$ cat src/rtl/i2s_pkg.sv
// Shared types and helpers for the I2S/TDM clock generator and the serialisers around it.
package i2s_pkg;

    typedef enum logic {WS_I2S, WS_TDM} ws_mode_e;

    typedef enum logic {IDLE, RUN} gen_state_e;

    function automatic int unsigned frame_cycles(input int unsigned sck_div,
                                                 input int unsigned slot_bits,
                                                 input int unsigned num_slots);
        return sck_div * slot_bits * num_slots;
    endfunction

endpackage

$ cat src/rtl/i2s_sck_div.sv
// SCK divider: 50% duty bit clock with registered rise/fall strobes; shared with the receiver.
module i2s_sck_div #(
    parameter int unsigned SCK_DIV = 8
) (
    input  logic                       clk,
    input  logic                       rst,
    input  logic                       clear,
    input  logic                       start,
    input  logic                       enable,
    output logic [$clog2(SCK_DIV)-1:0] div_cnt,
    output logic                       sck,
    output logic                       sck_rise,
    output logic                       sck_fall
);

    localparam int unsigned DIV_W = $clog2(SCK_DIV);
    localparam logic [DIV_W-1:0] DIV_LAST = DIV_W'(SCK_DIV - 1);
    localparam logic [DIV_W-1:0] DIV_HALF = DIV_W'(SCK_DIV / 2);
    localparam logic [DIV_W-1:0] DIV_ONE  = DIV_W'(1);

    logic [DIV_W-1:0] div_next;

    assign div_next = (div_cnt == DIV_LAST) ? '0 : div_cnt + DIV_ONE;

    always_ff @(posedge clk) begin
        if (rst || clear) begin
            div_cnt  <= '0;
            sck      <= 1'b0;
            sck_rise <= 1'b0;
            sck_fall <= 1'b0;
        end else if (start) begin
            // The first bit begins on a virtual fall so consumers see a clean bit start.
            div_cnt  <= '0;
            sck      <= 1'b0;
            sck_rise <= 1'b0;
            sck_fall <= 1'b1;
        end else if (enable) begin
            div_cnt  <= div_next;
            sck      <= (div_next >= DIV_HALF);
            sck_rise <= (div_next == DIV_HALF);
            sck_fall <= (div_next == '0);
        end else begin
            sck_rise <= 1'b0;
            sck_fall <= 1'b0;
        end
    end

endmodule

$ cat src/rtl/i2s_tdm_clock_gen.sv
// I2S / TDM bit, word and frame timing generator with run/stop at frame boundaries.
// state | meaning
// IDLE  | outputs parked, indices at reset values, waiting for en_i
// RUN   | clocks running; a latched stop request ends the run at the frame boundary
module i2s_tdm_clock_gen
    import i2s_pkg::*;
#(
    parameter int unsigned SCK_DIV   = 8,
    parameter int unsigned SLOT_BITS = 32,
    parameter int unsigned NUM_SLOTS = 2,
    parameter ws_mode_e    WS_MODE   = WS_I2S,
    parameter logic        WS_POL    = 1'b0,
    parameter logic        WS_EARLY  = 1'b1,
    localparam int unsigned SLOT_W   = (NUM_SLOTS > 1) ? $clog2(NUM_SLOTS) : 1,
    localparam int unsigned BIT_W    = $clog2(SLOT_BITS)
) (
    input  logic              clk_i,
    input  logic              rst_i,
    input  logic              en_i,
    output logic              sck_o,
    output logic              ws_o,
    output logic              sck_rise_o,
    output logic              sck_fall_o,
    output logic              frame_start_o,
    output logic [SLOT_W-1:0] slot_idx_o,
    output logic [BIT_W-1:0]  bit_idx_o,
    output logic              running_o
);

    localparam int unsigned DIV_W = $clog2(SCK_DIV);
    localparam logic [DIV_W-1:0]  DIV_LAST  = DIV_W'(SCK_DIV - 1);
    localparam logic [BIT_W-1:0]  BIT_MSB   = BIT_W'(SLOT_BITS - 1);
    localparam logic [BIT_W-1:0]  BIT_ONE   = BIT_W'(1);
    localparam logic [SLOT_W-1:0] SLOT_LAST = SLOT_W'(NUM_SLOTS - 1);
    localparam logic [SLOT_W-1:0] SLOT_HALF = SLOT_W'(NUM_SLOTS / 2);
    localparam logic [SLOT_W-1:0] SLOT_ONE  = SLOT_W'(1);
    localparam logic [BIT_W-1:0]  WS_BIT    = WS_EARLY ? BIT_ONE : '0;
    localparam logic              WS_START  = (WS_MODE == WS_TDM && !WS_EARLY) ? ~WS_POL : WS_POL;
    localparam int unsigned FRAME_CYCLES = frame_cycles(SCK_DIV, SLOT_BITS, NUM_SLOTS);

    if ((SCK_DIV % 2) != 0 || SCK_DIV < 2) begin : g_bad_div
        $error("i2s_tdm_clock_gen: SCK_DIV must be even and >= 2");
    end
    if (WS_MODE == WS_I2S && (NUM_SLOTS % 2) != 0) begin : g_bad_slots
        $error("i2s_tdm_clock_gen: I2S word select needs an even NUM_SLOTS");
    end
    if (SLOT_BITS < 2 || NUM_SLOTS < 1 || FRAME_CYCLES < 4) begin : g_bad_frame
        $error("i2s_tdm_clock_gen: SLOT_BITS must be >= 2 and NUM_SLOTS >= 1");
    end

    gen_state_e        state;
    logic              stop_pending;
    logic [DIV_W-1:0]  div_cnt;
    logic              go_start;
    logic              go_stop;
    logic              advance;
    logic              bit_end;
    logic              frame_end;
    logic              run_active;
    logic              ws_next;
    logic [SLOT_W-1:0] slot_succ;

    assign run_active = (state == RUN);
    assign go_start   = (state == IDLE) && en_i;
    assign advance    = run_active && (div_cnt == DIV_LAST);
    assign bit_end    = (bit_idx_o == '0);
    assign frame_end  = advance && bit_end && (slot_idx_o == SLOT_LAST);
    assign go_stop    = frame_end && stop_pending;
    assign slot_succ  = (slot_idx_o == SLOT_LAST) ? '0 : slot_idx_o + SLOT_ONE;

    i2s_sck_div #(.SCK_DIV(SCK_DIV)) u_sck_div (
        .clk      (clk_i),
        .rst      (rst_i),
        .clear    (go_stop),
        .start    (go_start),
        .enable   (run_active),
        .div_cnt  (div_cnt),
        .sck      (sck_o),
        .sck_rise (sck_rise_o),
        .sck_fall (sck_fall_o)
    );

    // Level ws_o takes at the next fall; only consulted when a fall is about to happen.
    always_comb begin
        ws_next = ws_o;
        if (WS_MODE == WS_I2S) begin
            if (bit_idx_o == WS_BIT) begin
                ws_next = (slot_succ < SLOT_HALF) ? WS_POL : ~WS_POL;
            end
        end else begin
            ws_next = WS_POL;
            if (slot_idx_o == SLOT_LAST && bit_idx_o == WS_BIT) begin
                ws_next = ~WS_POL;
            end
        end
    end

    always_ff @(posedge clk_i) begin
        if (rst_i) begin
            state         <= IDLE;
            stop_pending  <= 1'b0;
            running_o     <= 1'b0;
            frame_start_o <= 1'b0;
            slot_idx_o    <= '0;
            bit_idx_o     <= BIT_MSB;
            ws_o          <= WS_POL;
        end else begin
            frame_start_o <= 1'b0;
            case (state)
                IDLE: begin
                    if (en_i) begin
                        state         <= RUN;
                        stop_pending  <= 1'b0;
                        running_o     <= 1'b1;
                        frame_start_o <= 1'b1;
                        slot_idx_o    <= '0;
                        bit_idx_o     <= BIT_MSB;
                        ws_o          <= WS_START;
                    end
                end
                RUN: begin
                    stop_pending <= ~en_i;
                    if (go_stop) begin
                        state        <= IDLE;
                        stop_pending <= 1'b0;
                        running_o    <= 1'b0;
                        slot_idx_o   <= '0;
                        bit_idx_o    <= BIT_MSB;
                        ws_o         <= WS_POL;
                    end else if (advance) begin
                        if (bit_end) begin
                            bit_idx_o     <= BIT_MSB;
                            slot_idx_o    <= slot_succ;
                            frame_start_o <= (slot_idx_o == SLOT_LAST);
                        end else begin
                            bit_idx_o <= bit_idx_o - BIT_ONE;
                        end
                        ws_o <= ws_next;
                    end
                end
                default: state <= IDLE;
            endcase
        end
    end

endmodule

$ cat config.mk
export PLATFORM = sky130hd
export DESIGN_NAME = i2s_tdm_clock_gen
export DESIGN_NICKNAME = d
export VERILOG_FILES = /design/src/rtl/i2s_pkg.sv /design/src/rtl/i2s_sck_div.sv /design/src/rtl/i2s_tdm_clock_gen.sv
export SDC_FILE = /design/constraint.sdc
export NUM_CORES = 1
export LEC_CHECK = 0
export BUFFER_PORTS_ARGS = -buffer_cell sky130_fd_sc_hd__buf_2
export CAP_MARGIN = 20
export CORE_MARGIN = 2
export CORE_UTILIZATION = 47
export CTS_CLUSTER_DIAMETER = 60
export DETAILED_ROUTE_END_ITERATION = 16
export PLACE_DENSITY = 0.7
export SLEW_MARGIN = 20
export SYNTH_ARGS = -nofsm -noshare
export SYNTH_HDL_FRONTEND = slang
export SYNTH_HIERARCHICAL = 1
export SYNTH_SLANG_ARGS = --single-unit
$ cat constraint.sdc
create_clock -name clk_i -period 1.94 [get_ports clk_i]
set_clock_uncertainty 0.1 [all_clocks]
set_input_delay 0.291 -clock clk_i [delete_from_list [all_inputs] [get_ports clk_i]]
set_output_delay 0.291 -clock clk_i [all_outputs]
set_load 0.01 [all_outputs]
# Word-level counts from Yosys, hierarchy flattened
# Cells that the tools add are included.
# classes
add_sub_neg,3
n_lt_le_gt_ge,2
eq_ne,8
mux,31
n_bitwise,2
reduce_logical,14
# op_table
operator,count
$mux 5,4
$mux 1,19
$pmux 1 s2,6
$pmux 5 s2,1
$ne 3x1->1 const B,3
$eq 3x3->1 const B,2
$reduce_and 3->1,2
$eq 5x1->1 const B,1
$logic_and 1x1->1,5
$logic_not 5->1,1
$sub 5x1->5 const B,1
$reduce_and 2->1,2
$add 3x1->3 const B,1
$ge 3x3->1 const B,1
$logic_not 3->1,1
$mux 3,1
$reduce_or 3->1,1
$ne 2x1->1 const B,1
$ne 2x2->1 const B,1
$not 1->1,2
$reduce_or 2->1,1
$add 1x1->1 const B,1
$logic_or 1x1->1,1
$lt 1x1->1 const B,1
# totals
ff_bits,17
input_bits,3
output_inout_bits,12
wordCells,71

# Logic depth before layout (Yosys ltp)
# logic_depth
word_depth,8
mapped_depth,8

# Cells and area by module
# The synthesis kept the hierarchy.
# modules_own_cells
module,n_inst,cells_each,area_per_inst_um2,seq_area_each_um2
i2s_tdm_clock_gen,1,62,544.3,220.2
i2s_sck_div,1,27,257.7,120.1

# Worst setup path after synthesis
# OpenSTA, ideal clock, no wires.
# synth_path
path_type,reg2reg
from,register bit_idx_o[0]
to,register u_sck_div.sck_fall
arrival_ps,1698
path_slack_ps,16
stages_incl_launch_ff,9
path_buffers,0
synth_period_minus_slack_ps,1924
cell_sequence,dfxtp_1 -> inv_1 -> ha_1 -> or4b_4 -> or3_4 -> inv_2 -> nor2_1 -> nand3b_1 -> o21ai_0
# synth_via
elab_chain_len,5
# synth_lines
item,line_no,text
start: declaration,i2s_tdm_clock_gen.sv:26,"output logic [BIT_W-1:0] bit_idx_o,"
start signal: assignment,i2s_tdm_clock_gen.sv:136,bit_idx_o <= bit_idx_o - BIT_ONE;
$logic_not 5->1,i2s_tdm_clock_gen.sv:66,assign bit_end = (bit_idx_o == '0);
$logic_and 1x1->1 (2 in a row),i2s_tdm_clock_gen.sv:67,assign frame_end = advance && bit_end && (slot_idx_o == SLOT_LAST);
$logic_and 1x1->1,i2s_tdm_clock_gen.sv:68,assign go_stop = frame_end && stop_pending;
net go_stop,i2s_tdm_clock_gen.sv:55,logic go_stop;
$logic_or 1x1->1,i2s_sck_div.sv:26,if (rst || clear) begin
end signal: assignment,i2s_sck_div.sv:41,sck_fall <= (div_next == '0);
end: declaration,i2s_sck_div.sv:13,output logic sck_fall
# The timed path passes the listed nets, and every way through them passes these cells.
# A chain may end at the register's enable or synchronous reset.

# Worst setup path in the final report
# layout_path
from,register bit_idx_o[1]
to,register slot_idx_o
# layout_via
elab_chain_len,6
word_cells_on_any_way,9
# layout_lines
item,line_no,text
$logic_not 5->1 (*),i2s_tdm_clock_gen.sv:66,
$logic_and 1x1->1 (2 in a row),i2s_tdm_clock_gen.sv:67,
$logic_and 1x1->1,i2s_tdm_clock_gen.sv:68,
$ne 3x1->1 (no line) or $mux 1 (tied branches),-,
$reduce_and 3->1 (no line) or $pmux 1 s2 (tied branches),-,
end signal: assignment,i2s_tdm_clock_gen.sv:133,slot_idx_o <= slot_succ;
end: declaration,i2s_tdm_clock_gen.sv:25,"output logic [SLOT_W-1:0] slot_idx_o,"
# Every way passes the cells marked *; elsewhere a longest branch is shown, timed or not.

==> flow_metrics.tcl <==
set metrics [dict create \
    status "complete, no violations" \
    cap_violations 0 \
    synth-main-ff-cell "dfxtp_1" \
    synth_edf_count 0 \
    whs_ns 0.06043 \
    cts_buffer_depth 2 \
    grt_overflow_total 0 \
    cellPowerDensity_nw_per_um2 620.8 \
    vias 698 \
    start_util_pct 51.44 \
    synth_area_leaders "dfxtp_1 (42%), ha_1 (7.8%), a21oi_1 (5.6%)" \
    cts_inserted_buffers 3 \
    tightest_slew_ns 0.5033 \
    crit_path_end_kind "flop" \
    antenna_found_initial 0 \
    synth_mux_area_share_pct 1.248 \
    slew_headroom_pct 65.58 \
    synth_top_family_by_area "simple AND/OR/NAND/NOR gates" \
    grt_setup_unrepaired "true" \
    ir_drop_v 0.0004267 \
    synth.most_common_cell "dfxtp_1" \
    portBuffers 14 \
    cp-start-kind "flop" \
    dieArea_um2 2053 \
    drt-total-wl_mm 1.662 \
    power_w 0.0006074 \
    synth_top_area_share_pct 42.43 \
    setup-violations-final 0 \
    vias_per_cell 5.453 \
    ys_seq_area_share_pct 42.43 \
    cp.required_ns 2.08 \
    grt_pass1_wl_mm 2.677 \
    min_path_type "in -> reg" \
    dr.pass1.iters 5 \
    clk_pin_slew_worst_paths_ns 0.10 \
    fin_crit_sh_pct 96.08 \
    power.leakage_nw 0.4058 \
    drive_gt1_share_pct 33.04 \
    clock-sinks 17 \
    netlist_instances 89 \
    hold_buffers 0 \
    ios 15 \
    nFillCells 135 \
    insertion_delay_ns 0.29 \
    syn_area_um2 802.0 \
    synth_common_cells "dfxtp_1 (17), a21oi_1 (9), nand2_1 (8)" \
    setup-tns-final_ns 0 \
    synth-xor-area-share_pct 2.184 \
    hold_viol 0 \
    yosys.area_share.simple_pct 28.55 \
    critPathMaxFanout 3 \
    post-dp-hpwl_mm 1.230 \
    syn_avg_cell_area_um2 9.011 \
    syn_nets 97 \
    fmax_ghz 0.5365 \
    path_class "reg -> reg" \
    die_y_um 45.31 \
    postPlaceCellArea_um2 935.9 \
    drt_iter0_drc 15 \
    stdcell_area_um2 978.4 \
    route.detailed.drc 0 \
    min_period_ns 1.864 \
    h-tree-depth 1 \
    detail_route.wl_per_cell_um 12.98 \
    grt_max_degree 13 \
    yosysWarnings 6 \
    diodes 0 \
    place_congestion 0.8980 \
    areaGrowthSynthToFinish_pct 22.00 \
    arrival_ns 2.00 \
    yosysTopAreaCell "dfxtp_1" \
    ys_ff_latch 17 \
    die_w_um 45.31 \
    row_count 14 \
    synth-adder-area-share_pct 7.800 \
    cts_tree "yes" \
    cts_setup_buffers 0 \
    cts_root_buffer "clkbuf_4" \
    final_antenna_net_count 0 \
    grt_pass1_vias 601 \
    slew_violations 0 \
    async_flop_share_pct 0 \
    track_usage_pct 18.60 \
    nNetsFinal 121 \
    synth_cell_types 31 \
    synth_compound_area_share_pct 13.42 \
    core_um2 1559 \
]
## placed cells by master, fill, tap and decap left out, types with 2 or more instances in the layout
cell       n
nor2_1     5
ha_1       5
nand2_1    8
inv_1      3
nand3b_1   3
or3_4      2
a21oi_1    8
nor3_1     2
nand2b_1   5
clkbuf_4   3
buf_4      6
nand3_1    3
buf_2     14
inv_2      3
dfxtp_1   16
nand4_1    3
o21ai_1    2
## report_power, final
group	total [W]	switching, W	internal, W
sequential	0.000366	0.00000828	0.000358
combinational	0.0000577	0.0000345	0.0000232
clock	0.000184	0.000107	0.0000767
## cells by family after synthesis
logic type | Yosys count
AOI/OAI and AO/OA | 17
and+or+nand+nor | 38
adders and majority gates | 5
buffers and inverters | 9
muxes | 1
xor gates and xnor gates | 2
DFF | 17
## per-stage QoR
stage | worst slack (ns) | cells | util, %
after floorplan | 0.01572 | 89 | -
after global placement | 0.05868 | 124 | 60.03
after detailed placement | 0.006656 | 124 | 60.03
after CTS | 0.004516 | 128 | 61.80
after global routing | -0.01041 | 128 | 62.76
final | 0.07604 | 128 | 62.76
## layer usage
layer | vias up | global-route usage (%) | share of wire [%]
met2 | 16 | 26.57 | 45
met5 | - | 0 | 0
met4 | 0 | 7.059 | 1.0
li1 | 362 | - | -
met1 | 318 | 25.93 | 50
met3 | 2 | 6.000 | 4.3
## path summary, 6_finish.rpt
| path | startpoint | end | slack (ns) | depth (start not counted) |
|---|---|---|---|---|
| min | en_i | stop_pending | 0.06 | 2 |
| max | bit_idx_o[1] | slot_idx_o | 0.08 | 6 |
| min reg2reg | u_sck_div/sck | u_sck_div/sck | 0.37 | 2 |
| max reg2reg | bit_idx_o[1] | slot_idx_o | 0.08 | 6 |
## cell type report
class / count / area (µm²) / share of cell area (%)
multi-input cells: 63 / 434.2 / 44.37
repair buffers: 21 / 126.4 / 12.92
well taps: 16 / 20.02 / 2.046
flip-flops and latches: 17 / 341.6 / 34.91
clock buffers: 3 / 22.52 / 2.302
inverters: 7 / 28.78 / 2.941
clock inverters: 1 / 5.005 / 0.5115
## worst max-delay path, stage by stage (launching register included)
cell and delay, ns:
dfxtp_2 0.33, inv_2 0.06, ha_1 0.13, or4b_4 0.47, buf_6 0.14, or4_4 0.47
a21oi_2 0.12
## repair_timing
| item | in CTS | in global routing |
|---|---|---|
| gates resized for setup | 0 | 7 |
| endpoints found under the hold margin | 0 | 0 |
| setup endpoints to repair | 0 | 7 |
## sequential cells by signal, indices dropped and copies added (netlist names)
register and cells:
ws_o 1, u_sck_div/sck_rise 1, stop_pending 1, slot_idx_o 1, u_sck_div/sck 1, run_active 1
bit_idx_o 5, u_sck_div/sck_fall 1, u_sck_div/div_cnt 3, frame_start_o 1, running_o 1
No activity file was read; power rests on OpenSTA's default activity.
